[src/rtl/spi_mram_cmd_ctrl.sv]
// -----------------------------------------------------------------------------
// spi_mram_cmd_ctrl
//
// Command sequencer between the SPI slave word interface and the MRAM access
// port. Each 16-bit SPI word is decoded as {opcode[1:0], address[13:0]}:
//   00 NOP     - ignored
//   01 WRITE   - next SPI word is the write data, then one memory write
//   10 READ    - one memory read, read data returned on the SPI transmit path
//   11 STATUS  - returns {8'hA5, 6'b0, err_proto, err_timeout} and clears both
// Memory accesses use a req/ack handshake guarded by a timeout counter. This
// block is the only master of the memory port.
//
// Ports
//   FPGA_clk     in   system clock, rising edge
//   FPGA_rst     in   asynchronous active-low reset
//   ssel_active  in   SPI frame active (already in the FPGA_clk domain)
//   rx_valid     in   one-cycle strobe, rx_data holds a new SPI word
//   rx_data      in   received SPI word
//   tx_data      out  word for the next SPI transfer, held until the next load
//   tx_load      out  one-cycle strobe, tx_data is new
//   mem_req      out  memory request, held until mem_ack or timeout
//   mem_we       out  1 = write, 0 = read; valid while mem_req
//   mem_addr     out  memory address; valid while mem_req
//   mem_wdata    out  write data; valid while mem_req && mem_we
//   mem_ack      in   one-cycle completion strobe, mem_rdata valid with it
//   mem_rdata    in   read data
//   busy         out  high whenever the sequencer is not idle
//   err          out  OR of the sticky timeout and protocol error flags
// -----------------------------------------------------------------------------
module spi_mram_cmd_ctrl #(
    parameter int ADDR_W  = 14,
    parameter int TIMEOUT = 255,
    parameter int TO_W    = 8
) (
    input  logic              FPGA_clk,
    input  logic              FPGA_rst,
    input  logic              ssel_active,
    input  logic              rx_valid,
    input  logic [15:0]       rx_data,
    output logic [15:0]       tx_data,
    output logic              tx_load,
    output logic              mem_req,
    output logic              mem_we,
    output logic [ADDR_W-1:0] mem_addr,
    output logic [15:0]       mem_wdata,
    input  logic              mem_ack,
    input  logic [15:0]       mem_rdata,
    output logic              busy,
    output logic              err
);

    typedef enum logic [2:0] {
        S_IDLE,
        S_WAIT_DATA,
        S_MEM_WR,
        S_MEM_RD,
        S_RESP
    } state_t;

    typedef enum logic [1:0] {
        OP_NOP    = 2'b00,
        OP_WRITE  = 2'b01,
        OP_READ   = 2'b10,
        OP_STATUS = 2'b11
    } opcode_t;

    localparam logic [TO_W-1:0] TO_LAST = TO_W'(TIMEOUT - 1);

    state_t            r_state;
    logic [15:0]       r_tx_data;
    logic              r_tx_load;
    logic              r_mem_req;
    logic              r_mem_we;
    logic [ADDR_W-1:0] r_mem_addr;
    logic [15:0]       r_mem_wdata;
    logic              r_err_timeout;
    logic              r_err_proto;
    logic [TO_W-1:0]   r_to_cnt;
    // Frame ended while a memory access was in flight: finish the handshake
    // but do not return read data.
    logic              r_drop;

    opcode_t           w_opcode;
    logic              w_drop_now;

    assign w_opcode   = opcode_t'(rx_data[15:14]);
    assign w_drop_now = r_drop || !ssel_active;

    assign tx_data   = r_tx_data;
    assign tx_load   = r_tx_load;
    assign mem_req   = r_mem_req;
    assign mem_we    = r_mem_we;
    assign mem_addr  = r_mem_addr;
    assign mem_wdata = r_mem_wdata;
    assign busy      = (r_state != S_IDLE);
    assign err       = r_err_timeout | r_err_proto;

    // NOTE: all state is updated with non-blocking assignments so every
    // branch below reads the values from before this clock edge.
    always_ff @(posedge FPGA_clk or negedge FPGA_rst) begin
        if (!FPGA_rst) begin
            r_state       <= S_IDLE;
            r_tx_data     <= 16'h0000;
            r_tx_load     <= 1'b0;
            r_mem_req     <= 1'b0;
            r_mem_we      <= 1'b0;
            r_mem_addr    <= '0;
            r_mem_wdata   <= 16'h0000;
            r_err_timeout <= 1'b0;
            r_err_proto   <= 1'b0;
            r_to_cnt      <= '0;
            r_drop        <= 1'b0;
        end else begin
            // NOTE: strobe defaults low every cycle; only the loading branch
            // raises it, which makes it a single-cycle pulse by construction.
            r_tx_load <= 1'b0;

            case (r_state)
                S_IDLE: begin
                    if (rx_valid) begin
                        case (w_opcode)
                            OP_NOP: begin
                            end
                            OP_WRITE: begin
                                r_mem_addr <= rx_data[ADDR_W-1:0];
                                // Frame ending with the command word leaves
                                // no way to receive data: treat as aborted.
                                if (ssel_active) begin
                                    r_state <= S_WAIT_DATA;
                                end else begin
                                    r_err_proto <= 1'b1;
                                end
                            end
                            OP_READ: begin
                                r_mem_addr <= rx_data[ADDR_W-1:0];
                                r_mem_we   <= 1'b0;
                                r_mem_req  <= 1'b1;
                                r_to_cnt   <= '0;
                                r_drop     <= !ssel_active;
                                r_state    <= S_MEM_RD;
                            end
                            OP_STATUS: begin
                                r_tx_data     <= {8'hA5, 6'b0, r_err_proto, r_err_timeout};
                                r_tx_load     <= 1'b1;
                                r_err_proto   <= 1'b0;
                                r_err_timeout <= 1'b0;
                                r_state       <= S_RESP;
                            end
                        endcase
                    end
                end

                S_WAIT_DATA: begin
                    // A data word wins over a simultaneous frame end.
                    if (rx_valid) begin
                        r_mem_wdata <= rx_data;
                        r_mem_we    <= 1'b1;
                        r_mem_req   <= 1'b1;
                        r_to_cnt    <= '0;
                        r_drop      <= !ssel_active;
                        r_state     <= S_MEM_WR;
                    end else if (!ssel_active) begin
                        r_err_proto <= 1'b1;
                        r_state     <= S_IDLE;
                    end
                end

                S_MEM_WR, S_MEM_RD: begin
                    if (rx_valid) begin
                        r_err_proto <= 1'b1;
                    end
                    if (!ssel_active) begin
                        r_drop <= 1'b1;
                    end
                    // Ack is checked first so an ack on the final timeout
                    // cycle completes normally.
                    if (mem_ack) begin
                        r_mem_req <= 1'b0;
                        r_to_cnt  <= '0;
                        if (r_state == S_MEM_RD && !w_drop_now) begin
                            r_tx_data <= mem_rdata;
                            r_tx_load <= 1'b1;
                            r_state   <= S_RESP;
                        end else begin
                            r_state <= S_IDLE;
                        end
                    end else if (r_to_cnt == TO_LAST) begin
                        r_mem_req     <= 1'b0;
                        r_to_cnt      <= '0;
                        r_err_timeout <= 1'b1;
                        r_state       <= S_IDLE;
                    end else begin
                        r_to_cnt <= r_to_cnt + 1'b1;
                    end
                end

                S_RESP: begin
                    if (rx_valid) begin
                        r_err_proto <= 1'b1;
                    end
                    r_state <= S_IDLE;
                end

                default: begin
                    r_state <= S_IDLE;
                end
            endcase
        end
    end

endmodule
[config.mk]
export PLATFORM = sky130hd
export DESIGN_NAME = spi_mram_cmd_ctrl
export DESIGN_NICKNAME = d
export VERILOG_FILES = /design/src/rtl/spi_mram_cmd_ctrl.sv
export SDC_FILE = /design/constraint.sdc
export NUM_CORES = 1
export LEC_CHECK = 0
export CAP_MARGIN = 20
export CORE_UTILIZATION = 40
export CTS_CLUSTER_DIAMETER = 200
export DETAILED_ROUTE_END_ITERATION = 8
export DONT_BUFFER_PORTS = 1
export PLACE_DENSITY = 0.51
export SLEW_MARGIN = 10
export SYNTH_ARGS = -nofsm -noshare
export SYNTH_HDL_FRONTEND = slang
export SYNTH_SLANG_ARGS = --single-unit
[constraint.sdc]
create_clock -name FPGA_clk -period 5.1 [get_ports FPGA_clk]
set_input_delay 1.02 -clock FPGA_clk [delete_from_list [all_inputs] [get_ports FPGA_clk]]
set_output_delay 1.02 -clock FPGA_clk [all_outputs]
set_load 0.005 [all_outputs]
# After elaboration in Yosys (flattened, before gate mapping)
# Cells that the tools add are included.
word_totals:
  regBits: 63
  inputBits: 37
  out_inout_bits: 51
  wordCells: 109
classes:
  addsub: 1
  eq_ne: 24
  n_mux: 49
  n_bitwise: 1
  n_reduce_logical: 23
op_table:
  columns: ["cell", "n"]
  rows:
  - ["2-to-1 mux 16 bit", 4]
  - ["2-to-1 mux 8 bit", 5]
  - ["case mux 16 bit (2 select lines)", 1]
  - ["AND reduction 5 bit", 6]
  - ["case mux 8 bit (3 select lines)", 1]
  - ["2-to-1 mux 1 bit", 22]
  - ["2-to-1 mux 3 bit", 7]
  - ["case mux 3 bit (3 select lines)", 2]
  - ["inequality test 2 bit (second input constant)", 8]
  - ["inequality test 3 bit (second input constant)", 3]
  - ["case mux 1 bit (3 select lines)", 3]
  - ["nonzero test 3 bit", 3]
  - ["adder 8 x 1 -> 8 bit (second input constant)", 1]
  - ["equality test 8 bit (second input constant)", 1]
  - ["case mux 1 bit (2 select lines)", 4]
  - ["AND reduction 4 bit", 2]
  - ["equality test 3 x 2 -> 1 bit (second input constant)", 2]
  - ["inequality test 2 x 1 -> 1 bit (second input constant)", 3]
  - ["equality test 2 bit (second input constant)", 2]
  - ["inequality test 4 x 1 -> 1 bit (second input constant)", 1]
  - ["nonzero test 2 bit", 2]
  - ["OR reduction 2 bit", 2]
  - ["equality test 3 x 1 -> 1 bit (second input constant)", 1]
  - ["equality test 3 bit (second input constant)", 1]
  - ["10 further kinds", 11]

# Depth between registers and ports, before layout
depth:
  depth_word: 7
  depth_mapped: 7
  ltp_nobuf: 6

# Worst setup path before layout
# Ideal clock, no wire load.
synth_timing:
  path_kind: "input to register"
  start: "input port rx_data[14]"
  end: "register r_to_cnt[6]"
  setup_ns: 0.078
  arrival_time_ns: 2.309
  required_time_ns: 5.022
  slack_ns: 2.713
  cell_stages: 7
  path_cell_list: "inv_1 -> ha_1 -> o21ai_1 -> a21o_1 -> buf_2 -> or4_1 -> a21oi_1"
synth_via:
  elab_chain_cells: 3
synth_rtl:
  columns: ["item", "line", "text"]
  rows:
  - ["start, declared", "39", "input logic [15:0] rx_data,"]
  - ["equality test 2 bit", "121", "case (w_opcode)"]
  - ["inequality test 2 x 1 -> 1 bit (no source line)", null, null]
  - ["AND reduction 4 bit (no source line)", null, null]
  - ["end signal, assigned", "193", "r_to_cnt <= r_to_cnt + 1'b1;"]
  - ["end, declared", "78", "logic [TO_W-1:0] r_to_cnt;"]
# No other way between the ends.
# A chain may end at the register's enable or synchronous reset.

# Worst setup path in the final report
layout_timing:
  start: "register r_state[1]"
  end: "output port busy"
layout_via:
  elab_chain_cells: 1
layout_rtl:
  columns: ["item", "line", "text"]
  rows:
  - ["start, declared", "69", "state_t r_state;"]
  - ["start signal, assigned", "102", "r_state <= S_IDLE;"]
  - ["start signal, assigned", "129", "r_state <= S_WAIT_DATA;"]
  - ["start signal, assigned", "140", "r_state <= S_MEM_RD;"]
  - ["nonzero test 3 bit", "95", "assign busy = (r_state != S_IDLE);"]
  - ["end, declared", "48", "output logic busy,"]
# No other way between the ends.

==> results <==
- The flow ran to the end, but the final reports show violations.
- The checks that failed: DRC.
- The area growth from synthesis to layout is 8.83%.
- The tightest slew margin relative to the limit is 39.5%.
- The number of clock buffers inserted by TritonCTS is 9.
- Clock latency on the worst-skew pair, taken at its later pin, is 0.35 ns.
- The clock transition at the registers of the reported paths is 0.08 ns.
- The number of input and output port buffers inserted is 0.
- Traced cell by cell, the critical path runs through nor3_4 -> inv_2.
- The number of register bits inferred by synthesis is 63.
- The final net count is 256.
- The critical register-to-register path startpoint is r_state[1]$_DFFE_PN0P_.
- The fraction of met3 tracks used by global routing is 8.65%.
- The via count of the first global-routing pass was 1760.
- The sequential standard cell area is 1580 um^2.
- In the finished design, the share of the clock period the worst path needs comes to 44.6%.
- The final worst slack is 2.83 ns.
- The number of inserted diodes is 0.
- The startpoint class of the critical path is a flop.
- The first-pass detailed-route iteration total is 7.
- The final weighted congestion in routability-driven placement is 0.739.
- The region available for standard cell placement spans 6460 um^2.
- The async set-or-reset flop fraction in the synthesized netlist is 100%.
- The number of gates given a new drive strength after cts is 0.
- In the global route stage, overall resource usage came out at 16.8%.
- Together, buffers and inverters on the worst path number 1.
- The type of the worst setup path is flop to output port.
- In this run the worst path has a maximum fanout of 11.
- The buffer depth of the longest clock path is 2.
- For this run, the number of Yosys warnings is 0.
- In this run the register-to-register setup slack is 2.84 ns.
- Summed over all cells, the static leakage comes to 1.29 nW.
- For this design the ratio of total power to cell area is 586 nW/um^2.
- After global routing the overflow that remains totals 0.
- The area of the die is 7170 um^2.
- The cell sitting at the root of the clock tree is a clkbuf_8.
- The half-perimeter wire length after placement is 3.93 mm.
- The layout has 583 filler cells.
- The max-slew violation count is 0.
- The layout cell share with drive strength beyond 1 is 15.6%.
- After detailed routing, the average wire length per cell comes to 19.2 um.
- The library cells used most frequently in the layout, excluding fill and tap cells, are dfrtp_1 (63), mux2_1 (24), a22o_1 (11).
- For the worst flop-to-flop path, the logic depth is 4.
- The number of stages on the worst setup path is 2.
- The average size of a mapped cell is 12.9 um^2.
- The number of antenna violations at the first check in global routing is 0.
- STA classifies the critical path endpoint as an output port.
- The worst hold path belongs to the class input port to asynchronous set/reset pin.
- The post-route worst hold slack is 0.357 ns.
- In this run the critical register-to-register path is captured at mem_addr[6]$_DFFE_PN0P_.
- The number of synthesized flops with an enable pin is 0.
- The total standard cell area after synthesis is 2740 um^2.
- For this block, the initial DRC count from the detailed router was 77.
- Setup repair after global routing left no endpoint under its margin.
- Counting every net in the synthesized netlist gives 255.
- The time the final worst path needs with I/O delays and setup is 2.27 ns.
- The final layout contains routed wiring with a total length of 5.66 mm.
- The number of sinks driven by the clock tree is 63.
- The die is 84.7 um tall.
- Row generation in the floorplan step produced 29 rows.
- The H-tree depth is 3.
- The category of cells accounting for the largest share of critical-path delay is flip-flops.
- The routing usage on met2 is 26.8%.
- The global-route track usage on met1 is 19.5%.
- The final number of hold-violating endpoints came to 0.
- In the routed layout, each cell is associated on average with a via count of 5.72.
- The share of the yosys chip area belonging to registers is 57.6%.
- The highest achievable clock rate is 0.440 GHz.
- The clock tree skew after final layout is 0.0105 ns.
- After detailed routing, the number of remaining DRC violations is 5.
- Summing all multi-input logic gate instances after layout gives 1060 um^2.
- The initial utilization of the core area, before any placement, comes to 42.3%.
- For the pin with the worst max-slew slack, the measured transition is 0.908 ns.
- The count of nets left with antenna violations once routing finished came out at 0.
- Buffers added to address setup during post-CTS repair amount to 0.
- The delay of the slowest critical-path stage is 0.54 ns.
- On the critical path, the stage with the largest delay is an instance of dfrtp_1.
- The required time of the critical path is 4.08 ns.
- The netlist uses 41 different library cells.
- The hold-fix buffer count after cts is 0.
- The maximum number of pins on one net before global-route repair is 64.
- The most used flip-flop cell after synthesis is dfrtp_1.
- The arrival time at the worst endpoint is 1.25 ns.
- Pin placement for this block handled 88 I/O pins.
- The die is 84.7 um wide.
- The wire length of the first global-routing pass is 9.10 mm.
- The synthesized netlist cell count is 212.
- The final-report setup violation count is 0.
- The sum of negative setup slack is 0 ns.
- The routing layer with the top usage in global route is met2.
- Leaving out fill and tap cells, the most frequent cell in the layout is dfrtp_1.
- IR analysis of the VDD net gives a maximum drop of 0.260 mV.
- Timing analysis after detailed placement gives a worst setup slack of 2.49 ns.
- Summing over every cut layer, the via total after detailed routing is 1688.
- The max capacitance violation total is 0.
- Cells fill 46.1% of the core in the end.
- TritonCTS built the clock tree.
[layer usage]
metal	vias up	share of wire, %
met4	0	1.9
met5	-	0
li1	767	-
met1	846	41
met2	65	48
met3	10	8.8
[Yosys cell counts (3+ instances only)]
cell type  number  share of area (%)
dfrtp_1        63                 58
a211oi_1        3               0.82
nand3_1         4               0.73
a21oi_1         6                1.1
nand2b_1        4               0.91
nor2_1          9                1.2
or4_1           3               0.82
nand2_1         8                1.1
o21ai_0         6                1.1
o31ai_1         3               0.82
buf_2           6                1.1
a22o_1         11                3.5
o22a_1          4                1.3
o21ai_1         3               0.55
nor2b_1         5                1.1
xnor2_1         3               0.96
mux2_1         24                9.9
ha_1            6                2.7
mux2_2          8                3.3
inv_2           3               0.41
inv_1           5               0.69
[how the worst max path moves through the flow]
stage / startpoint / end / slack [ns]
5_1_grt: r_state[1]$_DFFE_PN0P_ / mem_addr[6]$_DFFE_PN0P_ / 2.69
3_3_place_gp: rx_valid / mem_wdata[6]$_DFFE_PN0P_ / 2.59
4_1_cts: r_state[1]$_DFFE_PN0P_ / mem_addr[6]$_DFFE_PN0P_ / 2.80
2_1_floorplan: rx_data[14] / r_to_cnt[6]$_DFFE_PN0P_ / 2.71
6_report: r_state[1]$_DFFE_PN0P_ / busy / 2.83
3_5_place_dp: rx_valid / mem_addr[6]$_DFFE_PN0P_ / 2.49
[report_power, final]
part	internal (mW)	switching, mW	leakage, nW
Clock	0.240	0.204	0.0989
Sequential	0.709	0.190	0.777
Combinational	0.212	0.189	0.411
[state kept, by name (all words and copies together), names as in the netlist]
register       flops
mem_we             1
r_state            3
tx_load            1
r_to_cnt           8
r_drop             1
mem_addr          14
tx_data           16
r_err_timeout      1
mem_req            1
r_err_proto        1
mem_wdata         16
[cells by family (layout without fill, tap and decap cells)]
kind of cell | count (synthesis) | count (layout) | synth area share, %
flops | 63 | 63 | 57.6
compound gates | 45 | 45 | 12.4
simple gates | 42 | 42 | 8.83
mux | 34 | 34 | 13.9
buf+inv | 19 | 25 | 3.57
fa+ha+maj | 6 | 6 | 2.74
xor+xnor | 3 | 3 | 0.961
[final cells by class]
cell class / instances / area share, %
clock buffer: 10 / 4.62
clock inverter: 6 / 2.27
inverter: 8 / 1.01
multi-input combinational: 130 / 35.6
sequential: 63 / 53.0
tap: 77 / 3.24
timing repair buffer: 1 / 0.252
[worst reg2reg max path: cells and delay by family, from the launching register on]
kind / cells / cell delay (ns)
flip-flops: 1 / 0.54
AND/OR/NAND/NOR: 2 / 0.97
buffers and inverters: 1 / 0.28
multiplexers: 1 / 0.34
[metrics by stage]
stage               power (mW)  cells  cell area (um^2)
floorplan                 1.21    212              2740
global placement          1.29    279              2770
detailed placement        1.32    279              2770
CTS                       1.77    295              2980
global route              1.86    295              2980
finish                    1.74    295              2980
(Power assumes the default switching activity.)
